===== src/rtl/random_word_collector_pkg.sv =====
// Shared definitions for the random-byte consumer and any future producer-side wrapper.
package random_word_collector_pkg;

    // Consumer handshake FSM: waiting for a byte, or holding the acknowledge high.
    typedef enum logic {
        IDLE = 1'b0,
        ACK  = 1'b1
    } coll_state_t;

    // Levels of the acknowledge line in the four-phase byte handshake.
    localparam logic RCV_LOW  = 1'b0;
    localparam logic RCV_HIGH = 1'b1;

    localparam int BYTE_W = 8;

endpackage


===== src/rtl/random_word_collector_health.sv =====
// Repetition-count health test: flags a run of REPEAT_LIMIT identical bytes.
module repetition_health_test
    import random_word_collector_pkg::*;
#(
    parameter int REPEAT_LIMIT = 8
) (
    input  logic              clk,
    input  logic              rst,
    input  logic              strobe,
    input  logic [BYTE_W-1:0] data_byte,
    output logic              fault
);

    localparam logic [7:0] LIMIT = 8'(REPEAT_LIMIT);

    logic [BYTE_W-1:0] last_byte;
    logic [7:0]        rep_cnt;
    logic [7:0]        rep_nxt;
    logic              first;

    // Length of the current run once this byte is counted; saturates at the limit.
    always_comb begin
        rep_nxt = 8'd1;
        if (data_byte == last_byte && !first)
            rep_nxt = (rep_cnt >= LIMIT) ? LIMIT : rep_cnt + 8'd1;
    end

    // Track the last byte and run length; the fault stays set until reset.
    always_ff @(posedge clk) begin
        if (rst) begin
            last_byte <= '0;
            rep_cnt   <= '0;
            first     <= 1'b1;
            fault     <= 1'b0;
        end else if (strobe) begin
            last_byte <= data_byte;
            rep_cnt   <= rep_nxt;
            first     <= 1'b0;
            if (rep_nxt == LIMIT)
                fault <= 1'b1;
        end
    end

endmodule


===== src/rtl/random_word_collector.sv =====
// Collects BYTES handshaked random bytes into one word, MSB-first, with a health check.
module random_word_collector
    import random_word_collector_pkg::*;
#(
    parameter int BYTES        = 4,
    parameter int REPEAT_LIMIT = 8
) (
    input  logic                  clk,
    input  logic                  rst,
    input  logic [BYTE_W-1:0]     in_data,
    input  logic                  in_valid,
    output logic                  in_received,
    output logic [8*BYTES-1:0]    word,
    output logic                  word_valid,
    input  logic                  word_ack,
    output logic                  health_fault
);

    localparam int              WORD_W   = 8 * BYTES;
    localparam int              CNT_W    = $clog2(BYTES + 1);
    localparam logic [CNT_W-1:0] LAST_IDX = CNT_W'(BYTES - 1);

    coll_state_t       state, state_nxt;
    logic              capture;
    logic              wv_q;
    logic [CNT_W-1:0]  byte_cnt;
    logic [WORD_W-1:0] word_shift;

    // A faulted source never presents a word, and the mask keeps that true even
    // when the fault lands on the same edge that completes a word.
    assign word_valid  = wv_q & ~health_fault;
    assign in_received = (state == ACK) ? RCV_HIGH : RCV_LOW;

    // Handshake next state; a pending word blocks capture unless the source has faulted,
    // so bytes keep flowing and the producer cannot deadlock.
    always_comb begin
        state_nxt = state;
        capture   = 1'b0;
        case (state)
            IDLE: begin
                if (in_valid && (!wv_q || health_fault)) begin
                    capture   = 1'b1;
                    state_nxt = ACK;
                end
            end
            ACK: begin
                if (!in_valid)
                    state_nxt = IDLE;
            end
            default: state_nxt = IDLE;
        endcase
    end

    // Handshake state register.
    always_ff @(posedge clk) begin
        if (rst)
            state <= IDLE;
        else
            state <= state_nxt;
    end

    // Word shifted one byte left with the new byte appended in the LSBs.
    always_comb begin
        word_shift      = word << 8;
        word_shift[7:0] = in_data;
    end

    // Word assembly, byte counting and valid/ack; ack only matters while a word is shown.
    always_ff @(posedge clk) begin
        if (rst) begin
            word     <= '0;
            byte_cnt <= '0;
            wv_q     <= 1'b0;
        end else if (capture) begin
            word <= word_shift;
            if (byte_cnt == LAST_IDX) begin
                byte_cnt <= '0;
                wv_q     <= 1'b1;
            end else begin
                byte_cnt <= byte_cnt + 1'b1;
            end
        end else if (word_valid && word_ack) begin
            wv_q <= 1'b0;
        end
    end

    repetition_health_test #(
        .REPEAT_LIMIT(REPEAT_LIMIT)
    ) u_health (
        .clk      (clk),
        .rst      (rst),
        .strobe   (capture),
        .data_byte(in_data),
        .fault    (health_fault)
    );

endmodule


===== config.mk =====
export PLATFORM = sky130hd
export DESIGN_NAME = random_word_collector
export DESIGN_NICKNAME = d
export VERILOG_FILES = /design/src/rtl/random_word_collector_pkg.sv /design/src/rtl/random_word_collector_health.sv /design/src/rtl/random_word_collector.sv
export SDC_FILE = /design/constraint.sdc
export NUM_CORES = 1
export LEC_CHECK = 0
export CORE_ASPECT_RATIO = 1.25
export CORE_MARGIN = 3
export CORE_UTILIZATION = 30
export DETAILED_ROUTE_END_ITERATION = 10
export PLACE_DENSITY = 0.61
export SETUP_SLACK_MARGIN = 0.02
export SLEW_MARGIN = 40
export SYNTH_ARGS = -nofsm -noshare
export SYNTH_HDL_FRONTEND = slang
export SYNTH_SLANG_ARGS = --single-unit

===== constraint.sdc =====
create_clock -name clk -period 1.85 [get_ports clk]
set_input_delay 0.37 -clock clk [delete_from_list [all_inputs] [get_ports clk]]
set_output_delay 0.37 -clock clk [all_outputs]
set_load 0.03 [all_outputs]

==> metrics.md, run 1 <==
| Metric | Value |
|---|---|
| R2R depth | `5` |
| FFs w/ async S/R, synth | `0%` |
| Post-route clock period utilization | `a little over nine tenths` |
| Syn Inst Count | `around 220` |
| Register area | `~940 sq um` |
| Status | `completed` |
| Achievable Freq | `559 MHz` |
| Clock Skew | `around 0.0087 ns` |
| # setup viols final | `0` |
| Worst path slowest cell | `clkdlybuf4s50_1` |
| Most common cell in the netlist | `nand2_1` |
| Fin cells | `~350` |
| Port Buffers | `46` |
| Number of setup buffers added after CTS | `0` |
| GRT Util Overall | `roughly an eighth` |
| Worst hold slack | `~0.45 ns` |
| Area leader, netlist | `dfxtp_1` |
| Max-cap viol count | `0` |
| Layout Area Growth over Synthesis | `39.4%` |
| Synth area leaders | `dfxtp_1, nand2_1, a21oi_1` |
| Kind of path behind the tightest hold check | `flip-flop to flip-flop` |
| GR Overflow Total | `0` |
| Setup CP Type | `flip-flop to output pin` |
| Min cycle time layout | `~1.8 ns` |
| Nets | `roughly 280` |
| Layout cells sized above 1 | `10.2%` |
| Drt first pass iters | `4` |
| Die height | `approximately 94 um` |
| Total die area | `roughly 7000 sq um` |
| Num CTS Buffers | `5` |
| H-Tree Depth | `2` |
| Slew Limit Fails | `0` |
| Fin. Hold Viols | `0` |
| Reg clk slew, reported paths | `about 0.090 ns` |
| Maximum vdd drop | `roughly 0.46 mV` |
| Initial antenna violation count | `0` |
| Net Count, Synth | `about 230` |
| Pre-CTS setup slack | `-0.0265 ns` |
| CTS Hold Bufs | `0` |
| I/O pin count | `47` |
| Multi-input logic area | `between 800 and 900 sq um` |
| Max incr delay on CP | `around 0.72 ns` |
| Core region area | `about 5900 sq um` |
| CP max FO | `4` |
| First-pass GRT wire length | `6710 um` |
| Critical Path End Type | `output pin` |
| Yosys Warn Count | `0` |
| Clock Latency Late Sink | `approximately 0.30 ns` |
| Share of the synthesized area in the top cell type | `slightly above 50%` |
| Worst hold start | `byte_cnt[2]` |
| Top FF cell, synth | `dfxtp_1` |
| DP Cell Count | `between 300 and 400` |
| Crit path buf inv count | `1` |
| Worst R2R Start | `u_health.rep_cnt[3]` |
| Slew headroom | `62.5%` |
| Fillers | `a little under 600` |
| Number of synthesized register bits | `47` |
| Vias in the first global route | `~1500` |
| WP data required | `1.48 ns` |
| CTS tree | `done` |
| PwrDens | `847 nW/um^2` |
| 1st-iter DRT viols | `about 110` |
| Worst-Margin Slew | `0.563 ns` |
| Clock Tree Buf Depth | `2` |
| Ant. Diodes | `0` |
| Largest net degree at the start of global routing | `39` |
| CP cell instances | `clkdlybuf4s50_1` |
| Avg WL per Cell | `about 11 um` |
| DRC viols | `0` |
| Leakage Power | `0.983 nW` |
| WHS Path Cells | `2` |
| # clock sinks | `47` |
| EDFF count, synth | `0` |
| Initial core utilization | `31.5%` |
| Gp weighted congestion | `approximately 0.70` |
| Setup ws final | `about 0.061 ns` |
| Crit path max-delay family | `buffers and inverters` |
| Power Total | `between 2 and 2.5 mW` |
| Final Cell Area | `2570 sq um` |
| CTS root buffer | `clkbuf_8` |
| Average cell area after synthesis | `between 8 and 9 sq um` |
| Worst path depth | `1` |
| Die span in x | `approximately 76 um` |
| Row count | `31` |
| Post-Place Cell Area | `between 2000 and 2500 sq um` |
| R2R setup slack | `around 0.39 ns` |
| Unrepaired setup endpoints after global routing | `no` |
| FF-to-FF End | `u_health.rep_cnt[3]` |
| Post-Syn Area | `between 1500 and 2000 sq um` |
| Startpoint types | `flip-flop` |
| Post-synth top cells | `nand2_1, dfxtp_1, a21oi_1` |
| Routed WL | `about 4000 um` |
| Routed via count | `1527` |
| Share of the yosys chip area belonging to registers | `slightly above 50%` |
| Worst Hold End | `byte_cnt[2]` |
| Vias per inst | `roughly 4.4` |
| Antenna viol nets, final | `0` |
| Crit path DAT | `about 1.4 ns` |
| Count of different cell masters after synthesis | `32` |
| HPWL Detailed | `roughly 2800 um` |
[cell usage in the layout (no fill, tap or decap), drive strengths merged, types with 3 or more instances in the layout]
cell type,count
dlymetal6s2s,6
nor2,5
nand2b,3
inv,4
dfxtp,47
nor3b,7
a21oi,40
clkdlybuf4s50,38
nand2,68
ha,3
xnor2,7
clkbuf,5
buf,9
[repair_timing]
item | in CTS | in global routing
resized for setup | 1 | 6
endpoints found under the setup margin | 1 | 6
endpoints found under the hold margin | 0 | 0
[metrics by stage]
step | utilization (%) | TNS, ns
3_5_place_dp | 41.3 | -0.0535
6_report | 43.9 | 0
2_1_floorplan | - | 0
5_1_grt | 43.9 | 0
4_1_cts | 43.6 | 0
3_3_place_gp | 41.3 | -0.0343
[flip-flops by register name, summed over array words and instances, names as in the netlist]
name              flops
u_health.fault        1
byte_cnt              3
word                 32
u_health.first        1
state                 1
wv_q                  1
u_health.rep_cnt      8
[area by class of cell]
class	count	area share (%)
Clock buffer	5	2.68
Clock inverter	3	2.63
Inverter	4	0.585
Multi-Input combinational cell	152	32.4
Sequential cell	47	36.6
Tap cell	82	3.99
Timing Repair Buffer	54	21.1
[cell families after synthesis]
group	share of synthesized area, %
and+or+nand+nor	25.3
AOI/OAI and AO/OA	14.0
DFF	51.1
buffers and inverters	3.80
xor gates and xnor gates	3.80
adders and majority gates	2.04
[routing by layer]
metal | up-vias | share of wire (%) | global-route usage, %
met5 | - | 0 | 0
met4 | 0 | 1.2 | 6.34
met3 | 2 | 5.2 | 3.56
met2 | 37 | 49 | 19.7
met1 | 683 | 44 | 13.6
li1 | 805 | - | -
[power by group]
part | total, mW | internal, mW | switching (mW) | leakage [nW]
registers | 1.06 | 1.04 | 0.0242 | 0.381
clock network | 0.887 | 0.539 | 0.349 | 0.0644
logic | 0.229 | 0.0975 | 0.131 | 0.537
total | 2.18 | 1.67 | 0.504 | 0.983
[how the worst max path moves through the flow]
stage              startpoint                   to  slack (ns)
2_1_floorplan  u_health.fault          byte_cnt[1]        0.31
4_1_cts               word[3]              word[3]        0.02
3_5_place_dp       in_data[4]  u_health.rep_cnt[2]       -0.03
3_3_place_gp       in_data[4]  u_health.rep_cnt[0]       -0.02
5_1_grt               word[4]              word[4]        0.02
6_report              word[4]              word[4]        0.06
Power figures use the tool's default switching activity.
==> run 2: changes to the inputs <==
--- a/config.mk
+++ b/config.mk
@@ -9,9 +9,11 @@
 export CORE_MARGIN = 3
 export CORE_UTILIZATION = 30
 export DETAILED_ROUTE_END_ITERATION = 10
-export PLACE_DENSITY = 0.61
+export GPL_ROUTABILITY_DRIVEN = 0
+export PLACE_DENSITY = 0.59
 export SETUP_SLACK_MARGIN = 0.02
 export SLEW_MARGIN = 40
 export SYNTH_ARGS = -nofsm -noshare
 export SYNTH_HDL_FRONTEND = slang
+export SYNTH_HIERARCHICAL = 1
 export SYNTH_SLANG_ARGS = --single-unit
==> constraint.sdc (replaced) <==
create_clock -name clk -period 1.8 [get_ports clk]
set_input_delay 0.36 -clock clk [delete_from_list [all_inputs] [get_ports clk]]
set_output_delay 0.36 -clock clk [all_outputs]
set_load 0.03 [all_outputs]
==> run 2 against run 1 <==
  * First-iteration DRC count shrank 32%
  * Count of clock-buffer cells in the layout is the same
  * Setup slack better by 0.0029 ns
  * Global-route usage is 0.066 points higher
  * Largest cell class is now multi-input combinational cells
==> metrics.md, run 2 <==
| Metric | Value |
|---|---|
| Status | `completed` |
| HPWL Detailed | `around 3500 um` |
| Startpoint types | `flip-flop` |
| Largest net degree at the start of global routing | `between 60 and 70` |
| Final Cell Area | `just over 3000 sq um` |
| CTS Hold Bufs | `0` |
| Min cycle time layout | `approximately 1.7 ns` |
| Reg with most FFs | `word` |
| FF-to-FF End | `u_health/fault` |
| Vias in the first global route | `between 1500 and 2000` |
| CTS tree | `done` |
| Worst hold slack | `about 0.46 ns` |
| Maximum vdd drop | `just under 0.3 mV` |
| Nets | `around 300` |
| Psw | `between 500 and 600 uW` |
| # setup viols final | `0` |
| Share of the yosys chip area belonging to registers | `45.7%` |
| DRC viols | `0` |
| Post-synth top cells | `dfxtp_1, nand2b_1, a21oi_1` |
| Worst-Margin Slew | `approximately 0.37 ns` |
| Drt first pass iters | `5` |
| CTS root buffer | `clkbuf_8` |
| Most frequent cells in the layout | `dfxtp_1, clkdlybuf4s50_1, nand2b_1` |
| R2R setup slack | `around 0.37 ns` |
| Max incr delay on CP | `0.69 ns` |
| Antenna viol nets, final | `0` |
| Crit path buf inv count | `1` |
| Most common cell in the netlist | `dfxtp_1` |
| PwrDens | `~730 nW/um^2` |
| Achievable Freq | `576 MHz` |
| Leakage Power | `roughly 1.3 nW` |
| Die height | `around 110 um` |
| Layout cells sized above 1 | `between 10% and 20%` |
| Post-Syn Area | `roughly 2400 sq um` |
| Setup CP Type | `flip-flop to output pin` |
| Worst path slowest cell | `clkdlybuf4s50_1` |
| Clock Tree Buf Depth | `2` |
| Internal cell power | `approximately 1.7 mW` |
| Unrepaired setup endpoints after global routing | `no` |
| Crit path max-delay family | `buffers and inverters` |
| GRT Util Overall | `a little under an eighth` |
| Core region area | `roughly 7600 sq um` |
| Multi-input logic area | `between 1000 and 1500 sq um` |
| Crit path launch | `word[3]` |
| Ant. Diodes | `0` |
| Avg WL per Cell | `around 13 um` |
| Sw Ratio | `a little over a quarter` |
| Clock Latency Late Sink | `a little over 0.3 ns` |
| Syn Inst Count | `approximately 240` |
| Logic pwr share | `roughly 13%` |
| Post-Place Cell Area | `2970 sq um` |
| Fin. Hold Viols | `0` |
| Routed WL | `just over 5000 um` |
| Reg clk slew, reported paths | `around 0.10 ns` |
| I/O pin count | `47` |
| Fillers | `775` |
| Share of the synthesized area in the top cell type | `45.7%` |
| Register area | `roughly 1100 sq um` |
| Number of synthesized register bits | `55` |
| Commonest non-fill, non-tap cell in the layout | `dfxtp_1` |
| Row count | `35` |
| Routed via count | `1806` |
| Slew Limit Fails | `0` |
| Initial core utilization | `a little under a third` |
| Total die area | `approximately 9000 sq um` |
| EDFF count, synth | `0` |
| DP Cell Count | `between 300 and 400` |
| Power Total | `between 2 and 2.5 mW` |
| GR Overflow Total | `0` |
| CP max FO | `3` |
| Top Registers | `word (32), u_health/last_byte (8), u_health/rep_cnt (8)` |
| Average cell area after synthesis | `9.88 sq um` |
| Max-cap viol count | `0` |
| Clock Skew | `~0.010 ns` |
| Critical Path End Type | `output pin` |
| Post-route clock period utilization | `96.5%` |
| First-pass GRT wire length | `a little under 9000 um` |
| FFs w/ async S/R, synth | `0%` |
| Initial antenna violation count | `0` |
| # clock sinks | `55` |
| Post-cts resize count | `0` |
| Vias per inst | `~4.7` |
| WP data required | `between 1 and 1.5 ns` |
| Setup crit end | `word[3]` |
| Num CTS Buffers | `5` |
| Port Buffers | `between 40 and 50` |
| Area leader, netlist | `dfxtp_1` |
| Worst path depth | `1` |
| Max reg flops | `32` |
| Top FF cell, synth | `dfxtp_1` |
| Kind of path behind the tightest hold check | `flip-flop to flip-flop` |
| Final core utilization | `40.6%` |
| Slew headroom | `75.4%` |
| Clock Power Share | `~30%` |
| Worst R2R Start | `u_health/rep_cnt[3]` |
| H-Tree Depth | `2` |
| CP cell instances | `clkdlybuf4s50_1` |
| Die span in x | `86.2 um` |
| Number of setup buffers added after CTS | `0` |
| Seq pwr share | `between 50% and 60%` |
| R2R depth | `5` |
| Net Count, Synth | `259` |
| 1st-iter DRT viols | `a little over 70` |
| Layout Area Growth over Synthesis | `27.5%` |
| Crit path DAT | `between 1 and 1.5 ns` |
| Count of different cell masters after synthesis | `39` |
| Fin cells | `386` |
| Synth area leaders | `dfxtp_1, mux2i_1, nand2b_1` |
| Yosys Warn Count | `6` |
run 2: cell types whose count changed after synthesis, sizes merged, moves of 4 or more:
cell,before,now
and2,0,4
mux2i,0,22
nand3,2,22
clkbuf,8,4
buf,5,13
o21ai,2,21
nor3b,7,1
dfxtp,47,55
a21oi,40,24
nand2b,3,28
nand2,68,7
nor2,5,14
run 2: layout make-up:
class | count | share of cell area (%)
clock inverters | 2 | 0.448
flip-flops and latches | 55 | 35.9
repair buffers | 60 | 19.4
inverters | 5 | 0.936
well taps | 92 | 3.74
clock buffers | 5 | 2.24
multi-input cells | 167 | 37.4
run 2: how the worst min path moves through the flow:
stage,start,endpoint,slack [ns],cells after the start
floorplan,byte_cnt[2],byte_cnt[2],0.42,2
global route,word[24],word[24],0.48,2
CTS,byte_cnt[2],byte_cnt[2],0.46,2
finish,byte_cnt[2],byte_cnt[2],0.46,2
global placement,byte_cnt[2],byte_cnt[2],0.43,2
detailed placement,byte_cnt[2],byte_cnt[2],0.45,2
run 2: cells by family (layout without fill, tap and decap cells):
logic type      after synthesis  in the layout  synth area share, %
xor+xnor                      8              8                 2.91
simple gates                 84             84                 21.2
flops                        55             55                 45.7
compound gates               50             50                 12.9
fa+ha+maj                     3              3                 1.56
buf+inv                      22             72                 6.64
mux                          22             22                 9.13
run 2: routing by layer:
metal | vias to the layer above | GRT usage [%] | part of all wire [%]
met3 | 5 | 2.40 | 4.4
met1 | 838 | 15.2 | 44
met5 | - | 0 | 0
met4 | 0 | 3.67 | 0.72
met2 | 32 | 19.9 | 51
li1 | 931 | - | -
run 2: power groups by stage:
| stage | clock network (mW) | registers (mW) | logic, mW |
|---|---|---|---|
| 5_1_grt | 0.736 | 1.29 | 0.328 |
| 4_1_cts | 0.687 | 1.28 | 0.307 |
| 6_report | 0.669 | 1.28 | 0.302 |
| 2_1_floorplan | 0 | 1.34 | 0.162 |
| 3_3_place_gp | 0 | 1.31 | 0.305 |
| 3_5_place_dp | 0 | 1.31 | 0.306 |
run 2: stage by stage:
step / setup TNS (ns) / setup slack [ns]
after global placement: -0.182 / -0.0735
after CTS: 0 / 0.0333
after detailed placement: -0.187 / -0.0750
final: 0 / 0.0637
after global routing: 0 / 0.0213
after floorplan: 0 / 0.0213
==> run 3: changes to the inputs <==
--- a/config.mk
+++ b/config.mk
@@ -6,11 +6,11 @@
 export NUM_CORES = 1
 export LEC_CHECK = 0
 export CORE_ASPECT_RATIO = 1.25
-export CORE_MARGIN = 3
+export CORE_MARGIN = 2
 export CORE_UTILIZATION = 30
 export DETAILED_ROUTE_END_ITERATION = 10
 export GPL_ROUTABILITY_DRIVEN = 0
-export PLACE_DENSITY = 0.59
+export PLACE_DENSITY_LB_ADDON = 0.3
 export SETUP_SLACK_MARGIN = 0.02
 export SLEW_MARGIN = 40
 export SYNTH_ARGS = -nofsm -noshare
==> run 3 against run 2 <==
  * Sequential share of layout area down 0.20 points
  * Highest routed layer unchanged
  * Via count up 3.5%
  * First-iteration DRC count down 22%
  * Sequential power about the same
  * Power about the same
  * Final area up 0.57%
  * Global-route usage up 0.25 points
  * Core utilization down 0.90 points
==> metrics.md, run 3 (synthesized netlist as in run 2, its figures left out) <==
| Metric | Value |
|---|---|
| DP Cell Count | `between 300 and 400` |
| Internal cell power | `~1.7 mW` |
| Status | `completed` |
| Slew Limit Fails | `0` |
| Initial antenna violation count | `0` |
| Achievable Freq | `576 MHz` |
| Largest net degree at the start of global routing | `43` |
| Most frequent cells in the layout | `dfxtp_1, clkdlybuf4s50_1, nand2b_1` |
| Crit path buf inv count | `1` |
| Final core utilization | `39.7%` |
| Die span in x | `approximately 84 um` |
| Commonest non-fill, non-tap cell in the layout | `dfxtp_1` |
| CTS root buffer | `clkbuf_8` |
| Max incr delay on CP | `0.69 ns` |
| DRC viols | `0` |
| Setup CP Type | `flip-flop to output pin` |
| Vias per inst | `about 4.8` |
| Seq pwr share | `a little under three fifths` |
| Setup_tns | `0 ns` |
| # clock sinks | `55` |
| First-pass GRT wire length | `8780 um` |
| CTS tree | `done` |
| Fin cells | `slightly below 400` |
| Clock Latency Late Sink | `~0.30 ns` |
| Crit path DAT | `1.38 ns` |
| WP data required | `approximately 1.4 ns` |
| PwrDens | `~730 nW/um^2` |
| Avg WL per Cell | `between 10 and 15 um` |
| GRT Util Overall | `12.1%` |
| Layout Area Growth over Synthesis | `28.2%` |
| Psw | `576 uW` |
| R2R setup slack | `about 0.34 ns` |
| Drt first pass iters | `4` |
| Critical Path End Type | `output pin` |
| Kind of path behind the tightest hold check | `input port to flip-flop` |
| Initial core utilization | `a little under a third` |
| Vias in the first global route | `between 1500 and 2000` |
| Ant. Diodes | `0` |
| GR Overflow Total | `0` |
| Met1 Use GR | `roughly 15%` |
| Most Crowded Layer GR | `met2` |
| Maximum vdd drop | `about 0.34 mV` |
| Min cycle time layout | `approximately 1.7 ns` |
| Slew headroom | `about three quarters` |
| Pre-CTS setup slack | `-0.0926 ns` |
| Antenna viol nets, final | `0` |
| Grt met3 use | `2.94%` |
| Total die area | `between 8000 and 9000 sq um` |
| Leakage Power | `1.21 nW` |
| Startpoint types | `flip-flop` |
| Post-Place Cell Area | `between 2000 and 3000 sq um` |
| Core region area | `~8000 sq um` |
| Routed via count | `1869` |
| Worst-Margin Slew | `roughly 0.37 ns` |
| Clock Power Share | `between 20 and 30%` |
| Reg with most FFs | `word` |
| I/O pin count | `47` |
| Port Buffers | `46` |
| Top Registers | `word (32), u_health/last_byte (8), u_health/rep_cnt (8)` |
| H-Tree Depth | `2` |
| # setup viols final | `0` |
| Logic pwr share | `13.8%` |
| Max reg flops | `32` |
| HPWL Detailed | `around 3700 um` |
| Reg clk slew, reported paths | `about 0.1 ns` |
| Fin. Hold Viols | `0` |
| Max-cap viol count | `0` |
| Final Cell Area | `slightly above 3000 sq um` |
| Worst path slowest cell | `clkdlybuf4s50_1` |
| Crit path max-delay family | `buffers and inverters` |
| Nets | `311` |
| Die height | `between 100 and 150 um` |
| CP max FO | `3` |
| CP cell instances | `clkdlybuf4s50_1` |
| 1st-iter DRT viols | `between 50 and 60` |
| Clock Tree Buf Depth | `2` |
| Met2 Track Usage GR | `roughly a fifth` |
| Sw Ratio | `roughly 26%` |
| Unrepaired setup endpoints after global routing | `no` |
| Routed WL | `approximately 5200 um` |
| Num CTS Buffers | `5` |
| Post-route clock period utilization | `roughly 96%` |
| Row count | `36` |
| Setup ws final | `around 0.064 ns` |
| Layout cells sized above 1 | `around 16%` |
| Clock Skew | `around 0.0054 ns` |
==> run 3: cell count changes in the layout (fill, tap and decap cells not counted) <==
cell             before  now
buf_12                1    2
buf_4                14   15
clkbuf_1              0    2
clkdlybuf4s50_1      34   39
clkinv_4              1    0
dlymetal6s2s_1       10    5
==> run 3: final timing paths <==
check	from	to	cells past startpoint
setup / recovery	word[3]	word[3]	1
hold / removal	rst	word[8]	2
setup reg to reg	u_health/rep_cnt[3]	u_health/fault	5
hold reg to reg	word[27]	word[27]	2
==> run 3: layout make-up <==
cell class              instances  area [sq um]
clock buffers                   7          76.3
clock inverters                 1          5.00
fillers                       781          4700
inverters                       5          28.8
multi-input cells             167          1150
flip-flops and latches         55          1100
well taps                      95           119
repair buffers                 62           611
==> run 3: per-layer routing <==
metal,wire length (um),vias to the layer above
li1,-,938
met1,2330,886
met2,2560,41
met3,232,4
met4,38,0
met5,0,-
==> run 3: timing repair <==
action | 4_1_cts | 5_1_grt
hold buffers | 0 | 0
setup buffers | 0 | 0
endpoints found under the setup margin | 0 | 5
resized for setup | 0 | 5
==> run 3: per-stage QoR <==
stage               total power [mW]  hold WS (ns)
finish                          2.25         0.429
global route                    2.35         0.428
CTS                             2.28         0.423
detailed placement              1.62         0.443
global placement                1.62         0.434
floorplan                       1.50         0.421
==> run 3: power by group through the flow <==
stage	sequential (mW)	clock, mW	combinational, mW
floorplan	1.34	0	0.162
global placement	1.31	0	0.313
detailed placement	1.31	0	0.315
CTS	1.28	0.678	0.316
global route	1.29	0.724	0.338
finish	1.28	0.658	0.311
